===== config.mk =====
export PLATFORM = sky130hd
export DESIGN_NAME = wb_merge2w
export DESIGN_NICKNAME = d
export VERILOG_FILES = /design/src/rtl/cpu_pkg.sv /design/src/rtl/wb_pend_buf.sv /design/src/rtl/wb_merge2w.sv
export SDC_FILE = /design/constraint.sdc
export NUM_CORES = 1
export LEC_CHECK = 0
export CAP_MARGIN = 20
export CORE_ASPECT_RATIO = 0.8
export CORE_MARGIN = 1.5
export CORE_UTILIZATION = 34
export CTS_CLUSTER_DIAMETER = 50
export DETAILED_ROUTE_END_ITERATION = 16
export GPL_ROUTABILITY_DRIVEN = 0
export GPL_TIMING_DRIVEN = 1
export PLACE_DENSITY = 0.67
export SYNTH_ARGS = -nofsm -noshare
export SYNTH_HDL_FRONTEND = slang
export SYNTH_HIERARCHICAL = 1
export SYNTH_SLANG_ARGS = --single-unit

===== constraint.sdc =====
create_clock -name clk -period 3.23 [get_ports clk]
set_clock_uncertainty 0.05 [all_clocks]
set_input_delay 0.646 -clock clk [delete_from_list [all_inputs] [get_ports clk]]
set_output_delay 0.646 -clock clk [all_outputs]
set_load 0.1 [all_outputs]

===== src/rtl/cpu_pkg.sv =====
// ----------------------------------------------------------------------------
// cpu_pkg
// Shared constants and types for the writeback slice.
//   REG_AW / REG_DW : default register-number and data widths
//   R0              : the hard-wired zero register; writes to it are no-ops
//   wb_req          : one register-file write request (enable, number, data)
// ----------------------------------------------------------------------------
package cpu_pkg;
    localparam int REG_AW = 5;
    localparam int REG_DW = 32;

    localparam logic [REG_AW-1:0] R0 = '0;

    typedef struct packed {
        logic              we;
        logic [REG_AW-1:0] wn;
        logic [REG_DW-1:0] d;
    } wb_req;
endpackage


===== src/rtl/wb_pend_buf.sv =====
// ----------------------------------------------------------------------------
// wb_pend_buf
// One-entry holding register for a writeback result waiting for a free slot.
// Ports:
//   clk, clrn       clock, synchronous active-high reset
//   load            capture ld_wn/ld_d and mark the entry valid
//   clear           release the entry (drained or discarded)
//   ld_wn, ld_d     entry to capture
//   pend_v          entry valid
//   pend_wn, pend_d held register number and data
//   ready           registered !pend_v, safe to use as an upstream ready
// ----------------------------------------------------------------------------
module wb_pend_buf
    import cpu_pkg::*;
#(
    parameter int AW = REG_AW,
    parameter int DW = REG_DW
) (
    input  logic          clk,
    input  logic          clrn,
    input  logic          load,
    input  logic          clear,
    input  logic [AW-1:0] ld_wn,
    input  logic [DW-1:0] ld_d,
    output logic          pend_v,
    output logic [AW-1:0] pend_wn,
    output logic [DW-1:0] pend_d,
    output logic          ready
);

    // ready is kept as its own flop carrying !pend_v so upstream sees a
    // registered signal with no path back from lq_valid.
    always_ff @(posedge clk) begin
        if (clrn) begin
            pend_v <= 1'b0;
            ready  <= 1'b1;
        end else if (load) begin
            pend_v <= 1'b1;
            ready  <= 1'b0;
        end else if (clear) begin
            pend_v <= 1'b0;
            ready  <= 1'b1;
        end
    end

    // Contents are only meaningful while pend_v is set, so they need no reset.
    always_ff @(posedge clk) begin
        if (load) begin
            pend_wn <= ld_wn;
            pend_d  <= ld_d;
        end
    end

endmodule


===== src/rtl/wb_merge2w.sv =====
// ----------------------------------------------------------------------------
// wb_merge2w
// Dual-issue writeback stage feeding a two-write-port register file.
// Registers the x (older) and y (younger) pipe results and merges one
// buffered long-latency result into whichever write slot is idle.
// Optional feature: define WB_PERF_EN to add perf_hold / perf_drop counters.
// Ports:
//   clk, clrn                 clock, synchronous active-high reset
//   mx_we, mx_wn, mx_d        pipe x result
//   my_we, my_wn, my_d        pipe y result
//   lq_valid, lq_wn, lq_d     long-latency result offer
//   lq_ready                  registered accept-ready for the long-latency unit
//   wex, wnx, dx              register-file x write port
//   wey, wny, dy              register-file y write port
//   perf_hold, perf_drop      (WB_PERF_EN only) saturating event counters
// ----------------------------------------------------------------------------
module wb_merge2w
    import cpu_pkg::*;
#(
    parameter int DW = REG_DW,
    parameter int AW = REG_AW
) (
    input  logic          clk,
    input  logic          clrn,
    input  logic          mx_we,
    input  logic [AW-1:0] mx_wn,
    input  logic [DW-1:0] mx_d,
    input  logic          my_we,
    input  logic [AW-1:0] my_wn,
    input  logic [DW-1:0] my_d,
    input  logic          lq_valid,
    input  logic [AW-1:0] lq_wn,
    input  logic [DW-1:0] lq_d,
    output logic          lq_ready,
    output logic          wex,
    output logic [AW-1:0] wnx,
    output logic [DW-1:0] dx,
    output logic          wey,
    output logic [AW-1:0] wny,
    output logic [DW-1:0] dy
`ifdef WB_PERF_EN
    ,
    output logic [31:0]   perf_hold,
    output logic [31:0]   perf_drop
`endif
);

    localparam logic [AW-1:0] RZ = AW'(R0);

    logic          pend_v;
    logic [AW-1:0] pend_wn;
    logic [DW-1:0] pend_d;
    logic          x_busy, y_busy;
    logic          drop, to_x, to_y, hold;
    logic          load;

    // A write to r0 does nothing, so such a slot counts as free.
    assign x_busy = mx_we && (mx_wn != RZ);
    assign y_busy = my_we && (my_wn != RZ);

    // A pipe write to the same register is younger than the pending result,
    // so the pending one is dropped rather than written and then overwritten.
    always_comb begin
        drop = 1'b0;
        to_y = 1'b0;
        to_x = 1'b0;
        hold = 1'b0;
        if (pend_v) begin
            if ((pend_wn == RZ) ||
                (x_busy && (pend_wn == mx_wn)) ||
                (y_busy && (pend_wn == my_wn)))
                drop = 1'b1;
            else if (!y_busy)
                to_y = 1'b1;
            else if (!x_busy)
                to_x = 1'b1;
            else
                hold = 1'b1;
        end
    end

    // lq_ready is low whenever an entry is held, so load and clear are
    // mutually exclusive.
    assign load = lq_valid && lq_ready;

    wb_pend_buf #(.AW(AW), .DW(DW)) u_pend (
        .clk     (clk),
        .clrn    (clrn),
        .load    (load),
        .clear   (drop || to_x || to_y),
        .ld_wn   (lq_wn),
        .ld_d    (lq_d),
        .pend_v  (pend_v),
        .pend_wn (pend_wn),
        .pend_d  (pend_d),
        .ready   (lq_ready)
    );

    // MEM -> register-file write ports
    always_ff @(posedge clk) begin
        if (clrn) begin
            wex <= 1'b0;
            wnx <= '0;
            dx  <= '0;
            wey <= 1'b0;
            wny <= '0;
            dy  <= '0;
        end else begin
            wex <= x_busy || to_x;
            wnx <= to_x ? pend_wn : mx_wn;
            dx  <= to_x ? pend_d  : mx_d;
            wey <= y_busy || to_y;
            wny <= to_y ? pend_wn : my_wn;
            dy  <= to_y ? pend_d  : my_d;
        end
    end

`ifdef WB_PERF_EN
    always_ff @(posedge clk) begin
        if (clrn) begin
            perf_hold <= '0;
            perf_drop <= '0;
        end else begin
            if (hold && (perf_hold != '1))
                perf_hold <= perf_hold + 32'd1;
            if (drop && (perf_drop != '1))
                perf_drop <= perf_drop + 32'd1;
        end
    end
`endif

endmodule


======== Word level (Yosys, flattened, before mapping) ========
Index checks and enable logic that the tools add are counted.
word-level totals
  word-level logic and storage cells ...... 44
  output and inout port bits .............. 77
  register bits after elaboration ......... 115
operators by class
  muxes and demuxes ....................... 17
  equal/unequal tests ..................... 2
  reduce and logical (&&, ||, !) cells .... 15
operators with widths
  kind               count
  $mux 32            2
  $mux 1             13
  $eq 5x5->1         2
  $mux 5             2
  $reduce_bool 5->1  2
  $logic_or 1x1->1   6
  $logic_and 1x1->1  5
  $logic_not 5->1    1
  $reduce_bool 2->1  1

======== Logic depth before layout (Yosys ltp) ========
  word-level depth ........................ 11
  gate-level depth with buffers ........... 7
  gate-level depth less buffers ........... 6

======== Modules after synthesis ========
Netlist, hierarchy kept.
modules (own cells, without submodules)
  module       area each (sq um)  instances  cells an instance
  wb_merge2w   3231.8             1          314
  wb_pend_buf  1181.1             1          44

======== Worst setup path after synthesis ========
Ideal clock, no wire load.
  path type ............................... input-to-reg
  start ................................... in mx_wn[1]
  end ..................................... reg wnx[3]
  data required time ...................... 3.052 ns
  slack ................................... 0.725 ns
  stages on the path ...................... 7
  arrival ................................. 2.327 ns
  library setup time ...................... 0.128 ns
  cells stage by stage .................... or4_1 > o21a_1 > a2111oi_4 > buf_6 > buf_8 > mux2i_1 > nor2_1
between the ends
  cells in the longest elaborated chain, start to end .. 8
  elaborated cells between the ends (all ways) .. 11
  classes of those cells .................. eq/ne (1); mux (5); reduce/logical (5)
ends and longest elaborated chain
  item                  RTL line           RTL
  start, declared       wb_merge2w.sv:26   input logic [AW-1:0] mx_wn,
  $reduce_bool 5->1     wb_merge2w.sv:58   assign x_busy = mx_we && (mx_wn != RZ);
  $logic_and 1x1->1     wb_merge2w.sv:58
  $logic_and 1x1->1     wb_merge2w.sv:70   (x_busy && (pend_wn == mx_wn)) ||
  $logic_or 1x1->1      wb_merge2w.sv:69   if ((pend_wn == RZ) ||
  $logic_or 1x1->1      wb_merge2w.sv:70
  $mux 1 (*)            wb_merge2w.sv:69
  $mux 1 (*)            wb_merge2w.sv:68   if (pend_v) begin
  $mux 5 (*)            wb_merge2w.sv:110  wnx <= to_x ? pend_wn : mx_wn;
  end signal, assigned  wb_merge2w.sv:110
  end, declared         wb_merge2w.sv:36   output logic [AW-1:0] wnx,
Mark *: on every way between the ends. The rest lies on a longest branch, timed or not.
A chain may end at the register's enable or synchronous reset.

======== Worst setup path in the final report ========
  start ................................... in mx_wn[1]
  end ..................................... reg dx[29]
between the ends
  cells in the longest elaborated chain, start to end .. 8
  elaborated cells between the ends (all ways) .. 11
  classes of those cells .................. eq/ne (1); mux (5); reduce/logical (5)
ends and longest elaborated chain
  item                  RTL line           RTL
  $reduce_bool 5->1     wb_merge2w.sv:58
  $logic_and 1x1->1     wb_merge2w.sv:58
  $logic_and 1x1->1     wb_merge2w.sv:70
  $logic_or 1x1->1      wb_merge2w.sv:69
  $logic_or 1x1->1      wb_merge2w.sv:70
  $mux 1 (*)            wb_merge2w.sv:69
  $mux 1 (*)            wb_merge2w.sv:68
  $mux 32 (*)           wb_merge2w.sv:111  dx <= to_x ? pend_d : mx_d;
  end signal, assigned  wb_merge2w.sv:111
  end, declared         wb_merge2w.sv:37   output logic [DW-1:0] dx,
Marks and branches as above.

==> results.md <==
Clocking:
- Clock tree synthesis found a total of roughly 120 sinks.
- The clock tree synthesis step divided the H-tree into 4 levels.
- The TritonCTS clock tree is yes.
- The register clock-pin slew on the reported worst setup and hold paths is 0.05 ns.
- CTS placed an instance of sky130_fd_sc_hd__clkbuf_16 at the clock tree root.
- The number of buffers added by the clock tree synthesis step is 17.
- Buffers added to address setup during post-CTS repair amount to 0.
- The number of buffers on the longest clock path is 2.
- The clock latency reported for the late side of the worst-skew pair is slightly above 0.4 ns.
- The number of hold-repair buffers added at the cts stage is 0.
- Gates resized during post-CTS repair numbered 0.

Critical path:
- The critical path goes through clkdlybuf4s50_1, or4_1, o21a_1, a2111oi_4, buf_4, mux2i_1, nor2_1.
- STA classifies the critical path startpoint as an input port.
- Grouping stages by cell kind, the critical path spends the most delay in buffers and inverters.
- The critical-path maximum fanout is 16.
- At the worst endpoint, the arrival time is 2.98 ns.
- The startpoint identified for the worst register-to-register timing path is u_pend/pend_wn[1]$_DFFE_PP_.
- The reg2reg setup slack is about 1.1 ns.
- The length in cells of the worst reg-to-reg path is 5.
- The critical-path cell with the highest stage delay is sky130_fd_sc_hd__or4_1.
- STA classifies the critical path endpoint as a flip-flop.
- For the worst setup path, the data required time is ~3.5 ns.
- The terminus of the critical flop-to-flop path is dy[2]$_SDFF_PP0_.
- The count of buffering cells on the critical path with inverters included is 2.
- The worst setup path is of the in -> reg kind.
- The largest single stage delay on the critical path is ~0.57 ns.

Synth:
- Counting instances in the post-synthesis netlist gives the leading cell types as sky130_fd_sc_hd__dfxtp_1 (78), sky130_fd_sc_hd__nand2b_1 (75), sky130_fd_sc_hd__mux2i_1 (74).
- The post-synthesis instance area is ~0.0044 sq mm.
- The post-synth net total is around 470.
- The count of flip-flops with a built-in enable after synthesis is 37.
- The synthesized design contains 115 register bits.
- Yosys attributes the largest share of cell area to sky130_fd_sc_hd__dfxtp_1 (35%), sky130_fd_sc_hd__edfxtp_1 (25%), sky130_fd_sc_hd__mux2i_1 (17%).
- The number of warning messages in the yosys log is 6.
- The average cell area after synthesis is around 12 sq um.
- The synthesized netlist contains 30 unique library cells.
- The biggest area contributor in the post-synthesis netlist is sky130_fd_sc_hd__dfxtp_1.
- The most numerous cell in the Yosys netlist is sky130_fd_sc_hd__dfxtp_1.
- After synthesis, the largest area contributor takes up between 30 and 40% of total cell area.
- Sequential cells were found to cover 60.56% of the synthesized design area.
- Of all flip-flops after synthesis, the portion carrying an async set or reset was 0%.
- The most instantiated flip-flop cell in the synthesis netlist is sky130_fd_sc_hd__dfxtp_1.
- The post-synthesis instance total is roughly 360.

GRT:
- The total routing resource utilization after global routing is 17.29%.
- The wire length of the first global-routing pass is ~18 mm.
- The fraction of met1 tracks used by global routing is between 20% and 30%.
- The largest net degree at the start of global routing is 46.
- The total congestion overflow is 0.
- The met2 usage in global routing is ~27%.
- The initial antenna violation count is 0.
- In this run the most used layer during global routing was met2.
- The via count of the first global-routing pass is 3413.
- The met3 layer usage reported by global route is 8.961%.

Power and ir drop:
- The part of the power in the clock network is a little over two fifths.
- The fraction of power consumed by combinational cells is 21.3%.
- Summed over all cells, the static leakage comes to between 0.002 and 0.003 uW.
- Cell internal power was estimated by the tool at around 3100 uW.
- The highest ir drop seen on vdd is approximately 460 uV.
- The fraction of power consumed by sequential logic is between 30% and 40%.
- The total power divided by cell area is 644.7 mW/mm^2.
- Of the total power, the share spent switching nets is slightly below 30%.
- The switching power summed over all nets is 1330 uW.

STA:
- The count of final setup violators is 0.
- Of the available clock period, the critical path in the final layout requires between 80% and 90%.
- The minimum clock period is between 2 and 3 ns.
- Setup total negative slack on the finished layout was measured at 0 ns.
- Setup repair after global routing left no endpoint under its margin.
- The tightest slew margin relative to the limit is 44.36%.
- The number of max-slew violations in the final report was 0.
- Based on the critical path, the design can be clocked at up to roughly 360 MHz.
- The number of hold violations in the final report is 0.
- The worst-case hold slack is 0.4669 ns.
- The slew of the pin with the lowest slew margin is between 0.8 and 0.9 ns.
- Setup slack on the critical path of the routed design comes to 0.4897 ns.

Finish:
- Summing all flip-flop and latch instances after layout gives between 0.002 and 0.003 sq mm.
- The summed area of non-filler cells in the final layout is a little under 0.007 sq mm.
- After filler insertion, the fill cell instance count of the layout stands at around 1100.
- The final layout contains ~670 nets.
- Cells with a size suffix above 1 make up a little over a fifth of the layout.
- Summing all multi-input logic gate instances after layout gives roughly 0.0016 sq mm.
- The antenna diode count is 0.
- The layout overhead on the synthesized area is 56.93%.
- Excluding fillers, the count of instances in the completed layout stands at roughly 750.

Min path:
- The worst hold path begins at u_pend/pend_d[21]$_DFFE_PP_.
- The worst hold-check path type is reg -> reg.
- The hold-critical path endpoint is dx[21]$_SDFF_PP0_.
- Counting instances, the worst hold path has a depth of 2.

Drt:
- The routed layout has between 3000 and 4000 vias.
- The average via count per standard cell is between 4 and 5.
- The number of design rule violations left after detail routing is 0.
- The average routed wire per standard cell is roughly 15 microns.
- After the first detailed-routing iteration, the DRC count stood at 95.
- After detailed routing, the total wire length is around 11 mm.
- The detail route stage leaves a number of antenna-violating nets equal to 0.
- For this run, the detailed router's first-pass iteration total came to 4.

Run:
- The total of max-cap violations is 0.

Die:
- The area of the die is ~0.014 sq mm.
- From bottom edge to top edge, the die measures around 100 microns.
- The floorplan die width is between 100 and 150 microns.
- The starting utilization of the core area is 34.54%.
- The area of the core is 0.01278 sq mm.
- Pin placement for this block handled slightly below 200 I/O pins.
- In this run the core area contains 37 standard-cell rows.

Run status:
- The run finished with clean final reports.

Placement:
- The number of buffer cells added on primary ports is roughly 190.
- The cell count after placement is roughly 710.
- The placement-stage cell area is about 0.0063 sq mm.
- The detailed placement HPWL is just over 8 mm.
- Timing analysis after detailed placement gives a worst setup slack of ~0.075 ns.
-- worst max-delay path by stage --
stage | startpoint | endpoint | depth (start not counted)
after floorplan | mx_wn[1] | wnx[3]$_SDFF_PP0_ | 7
after global placement | mx_wn[1] | wnx[1]$_SDFF_PP0_ | 7
after detailed placement | mx_wn[1] | dx[29]$_SDFF_PP0_ | 7
after CTS | mx_wn[1] | dx[29]$_SDFF_PP0_ | 7
after global routing | mx_wn[2] | wnx[3]$_SDFF_PP0_ | 7
final | mx_wn[1] | dx[29]$_SDFF_PP0_ | 7
-- flip-flops by register name, summed over array words and instances, names as in the netlist --
signal          flops
dy                 32
u_pend/pend_v       1
u_pend/ready        1
u_pend/pend_d      32
dx                 32
wny                 5
wnx                 5
u_pend/pend_wn      5
wex                 1
wey                 1
-- power by group through the flow --
stage / sequential [uW] / combinational [uW] / clock [uW]
final: 1640 / 952 / 1870
after global routing: 1650 / 995 / 1990
after CTS: 1640 / 960 / 1920
after detailed placement: 1670 / 958 / 0
after global placement: 1670 / 952 / 0
after floorplan: 2150 / 170 / 0
-- cell usage in the layout, fill, tap and decap left out, types with 2 or more instances in the layout --
cell                              synthesis  routed
sky130_fd_sc_hd__clkdlybuf4s50_1          0     114
sky130_fd_sc_hd__nor3_1                   3       3
sky130_fd_sc_hd__clkbuf_16                0      18
sky130_fd_sc_hd__clkbuf_8                 0       3
sky130_fd_sc_hd__bufinv_16                0       2
sky130_fd_sc_hd__or4_1                    2       2
sky130_fd_sc_hd__dfxtp_1                 78      78
sky130_fd_sc_hd__xor2_1                   8       8
sky130_fd_sc_hd__clkinvlp_4               0       3
sky130_fd_sc_hd__clkinv_2                 0       3
sky130_fd_sc_hd__a21oi_1                  2       2
sky130_fd_sc_hd__clkbuf_1                12       3
sky130_fd_sc_hd__xnor2_1                  2       2
sky130_fd_sc_hd__mux2i_1                 74      74
sky130_fd_sc_hd__edfxtp_1                37      37
sky130_fd_sc_hd__buf_12                   1       2
sky130_fd_sc_hd__buf_4                    4      83
sky130_fd_sc_hd__nor2_1                  42      42
sky130_fd_sc_hd__nand2b_1                75      75
sky130_fd_sc_hd__inv_1                    2       2
-- cells by family after synthesis --
group | after synthesis | synth area share [%]
AO/OA/AOI/OAI | 12 | 2.438
buffers and inverters | 22 | 3.005
XOR/XNOR | 10 | 1.985
multiplexers | 74 | 16.78
flip-flops | 115 | 60.56
AND/OR/NAND/NOR | 125 | 15.23
-- worst register-to-register path: stages, from the launching register on --
cell	delay, ns
sky130_fd_sc_hd__edfxtp_1	0.48
sky130_fd_sc_hd__xor2_1	0.20
sky130_fd_sc_hd__nor3_1	0.20
sky130_fd_sc_hd__nand3_1	0.15
sky130_fd_sc_hd__o2111ai_2	0.72
sky130_fd_sc_hd__mux2i_1	0.27
-- stage by stage --
stage	utilization (%)	total power [uW]
2_1_floorplan	-	2320
3_3_place_gp	49.50	2622
3_5_place_dp	49.50	2630
4_1_cts	54.20	4518
5_1_grt	54.20	4636
6_report	54.20	4465
-- routing by layer --
layer / routed length (microns) / share of wire [%]
met1: 4857 / 43
met2: 5071 / 45
met3: 1307 / 12
met4: 108 / 0.95
met5: 0 / 0
-- layout make-up --
cell class                 instances  area share (%)
clock buffer                      24           7.263
clock inverter                     8           1.409
inverter                           2          0.1084
multi-input combinational        221           23.34
sequential                       115           38.59
tap                              175           3.162
timing repair buffer             200           26.12
Power figures use the tool's default switching activity.
==> variant, RTL diff (config.mk and constraints unchanged) <==
Add a define of `WB_PERF_EN`.
--- a/src/rtl/wb_merge2w.sv
+++ b/src/rtl/wb_merge2w.sv
@@ -15,4 +15,6 @@
 //   perf_hold, perf_drop      (WB_PERF_EN only) saturating event counters
 // ----------------------------------------------------------------------------
+`define WB_PERF_EN
+
 module wb_merge2w
     import cpu_pkg::*;
Function (old outputs only; new: perf_drop and perf_hold): kept (equiv_simple and equiv_induct, registers matched by name and starting in step).
==> variant against the unedited design <==
- final area is 52% higher
- die area is 64% higher
- wire length is 86% higher
- core utilization is 3.9 points lower
- sequential cell count is 64 higher
- fmax is 3.2% lower
- power is 22% higher
- worst setup slack worse by 90 ps
- synthesized area is 66% higher
- non-clock buffer count is 79 higher
- register-to-register slack worse by 600 ps
- critical path type unchanged
- largest power group is now registers
- highest routed layer is now met5
==> variant: results (changes against the unedited design) <==
stage,metric,value,unit,change
run_status,outcome,"complete, no violations",,
layout,multi_input_area,3138,µm²,+94%
logic_synthesis,synth_cell_types,51,,+70%
layout,num_antenna_cells,1,,+1
power_and_ir_drop,pg_seq,2430,µW,+48%
global_routing,antenna_found_initial,3,,+3
layout,n_clock_buffer,18,,-25%
clocking,clk_pin_slew_worst_paths,80,ps,+30 ps
global_routing,track_usage,18.39,%,+1.1 points
global_routing,grt_max_degree,61,,+33%
layout,drive_gt1_share,22.16,%,+1.1 points
clocking,clock_latency,430,ps,+20 ps
global_routing,grt_pass1_wl,32730,µm,+87%
logic_synthesis,synth_fa_ha_area_share,0.3414,%,+0.34 points
global_routing,grt_util_met2,29.57,%,+2.6 points
power_and_ir_drop,p_clk,2030,µW,+9%
logic_synthesis,synthCells,765,,+110%
worst_setup_path,critPathArrivalTime,3090,ps,+110 ps
layout,clk_share,5.466,%,-3.2 points
clocking,cts.sinks,179,,+56%
worst_setup_path,crit_path_end,perf_hold[28]$_SDFFE_PP0P_,,
logic_synthesis,synthMuxAreaShare,7.168,%,-9.6 points
worst_hold_path,min_to,perf_drop[10]$_SDFFE_PP0P_,,
worst_setup_path,rr_startpoint,perf_drop[0]$_SDFFE_PP0P_,,
route,top_layer_used,met5,,
route,met1_length,9682,µm,+99%
global_routing,met1_usage,24.18,%,+4.1 points
power_and_ir_drop,ir_drop,0.2875,mV,-38%
timing,timing.hold.ws,455.2,ps,-11.71 ps
route,met3_length,1567,µm,+20%
worst_hold_path,min_from,perf_drop[10]$_SDFFE_PP0P_,,
layout,layout.nets,1143,,+70%
route,wl,21080,µm,+86%
logic_synthesis,synth-xor-area-share,1.673,%,-0.31 points
layout,nonClkBufAreaFrac,23.43,%,-2.7 points
worst_setup_path,max_stage_delay,620,ps,+50 ps
logic_synthesis,synth_commonest_cells,"dfxtp_1 (142), nand2_1 (100), a21oi_1 (83)",,
worst_setup_path,reg2reg_depth,7,,+2
power_and_ir_drop,swShare,31.48,%,+1.7 points
power_and_ir_drop,clkPwrFrac,37.3,%,-4.6 points
[variant: cell count changes in the layout (fill, tap and decap cells not counted), sizes merged, moves of 24 or more]
| cell | before | now |
|---|---|---|
| nand4 | 0 | 26 |
| dfxtp | 78 | 142 |
| nand3 | 1 | 25 |
| mux2i | 74 | 39 |
| nand2 | 1 | 101 |
| nor2 | 42 | 69 |
| buf | 86 | 165 |
| o21ai | 2 | 32 |
| or3 | 0 | 29 |
| a21oi | 3 | 84 |
| nand2b | 75 | 1 |
[variant: worst max-delay path, delay by kind of cell]
family          cells  cell delay, ps
simple gates        3             850
mux                 1             380
compound gates      2             430
buf+inv             2             770
[variant: through the flow]
stage / setup TNS, ps / cell area (µm²) / setup slack, ps
floorplan: 0 / 7331 / 158.4
global placement: 0 / 9952 / 42.09
detailed placement: -48.91 / 9952 / -37.34
CTS: 0 / 10530 / 411.0
global route: 0 / 10530 / 166.9
finish: 0 / 10530 / 399.2
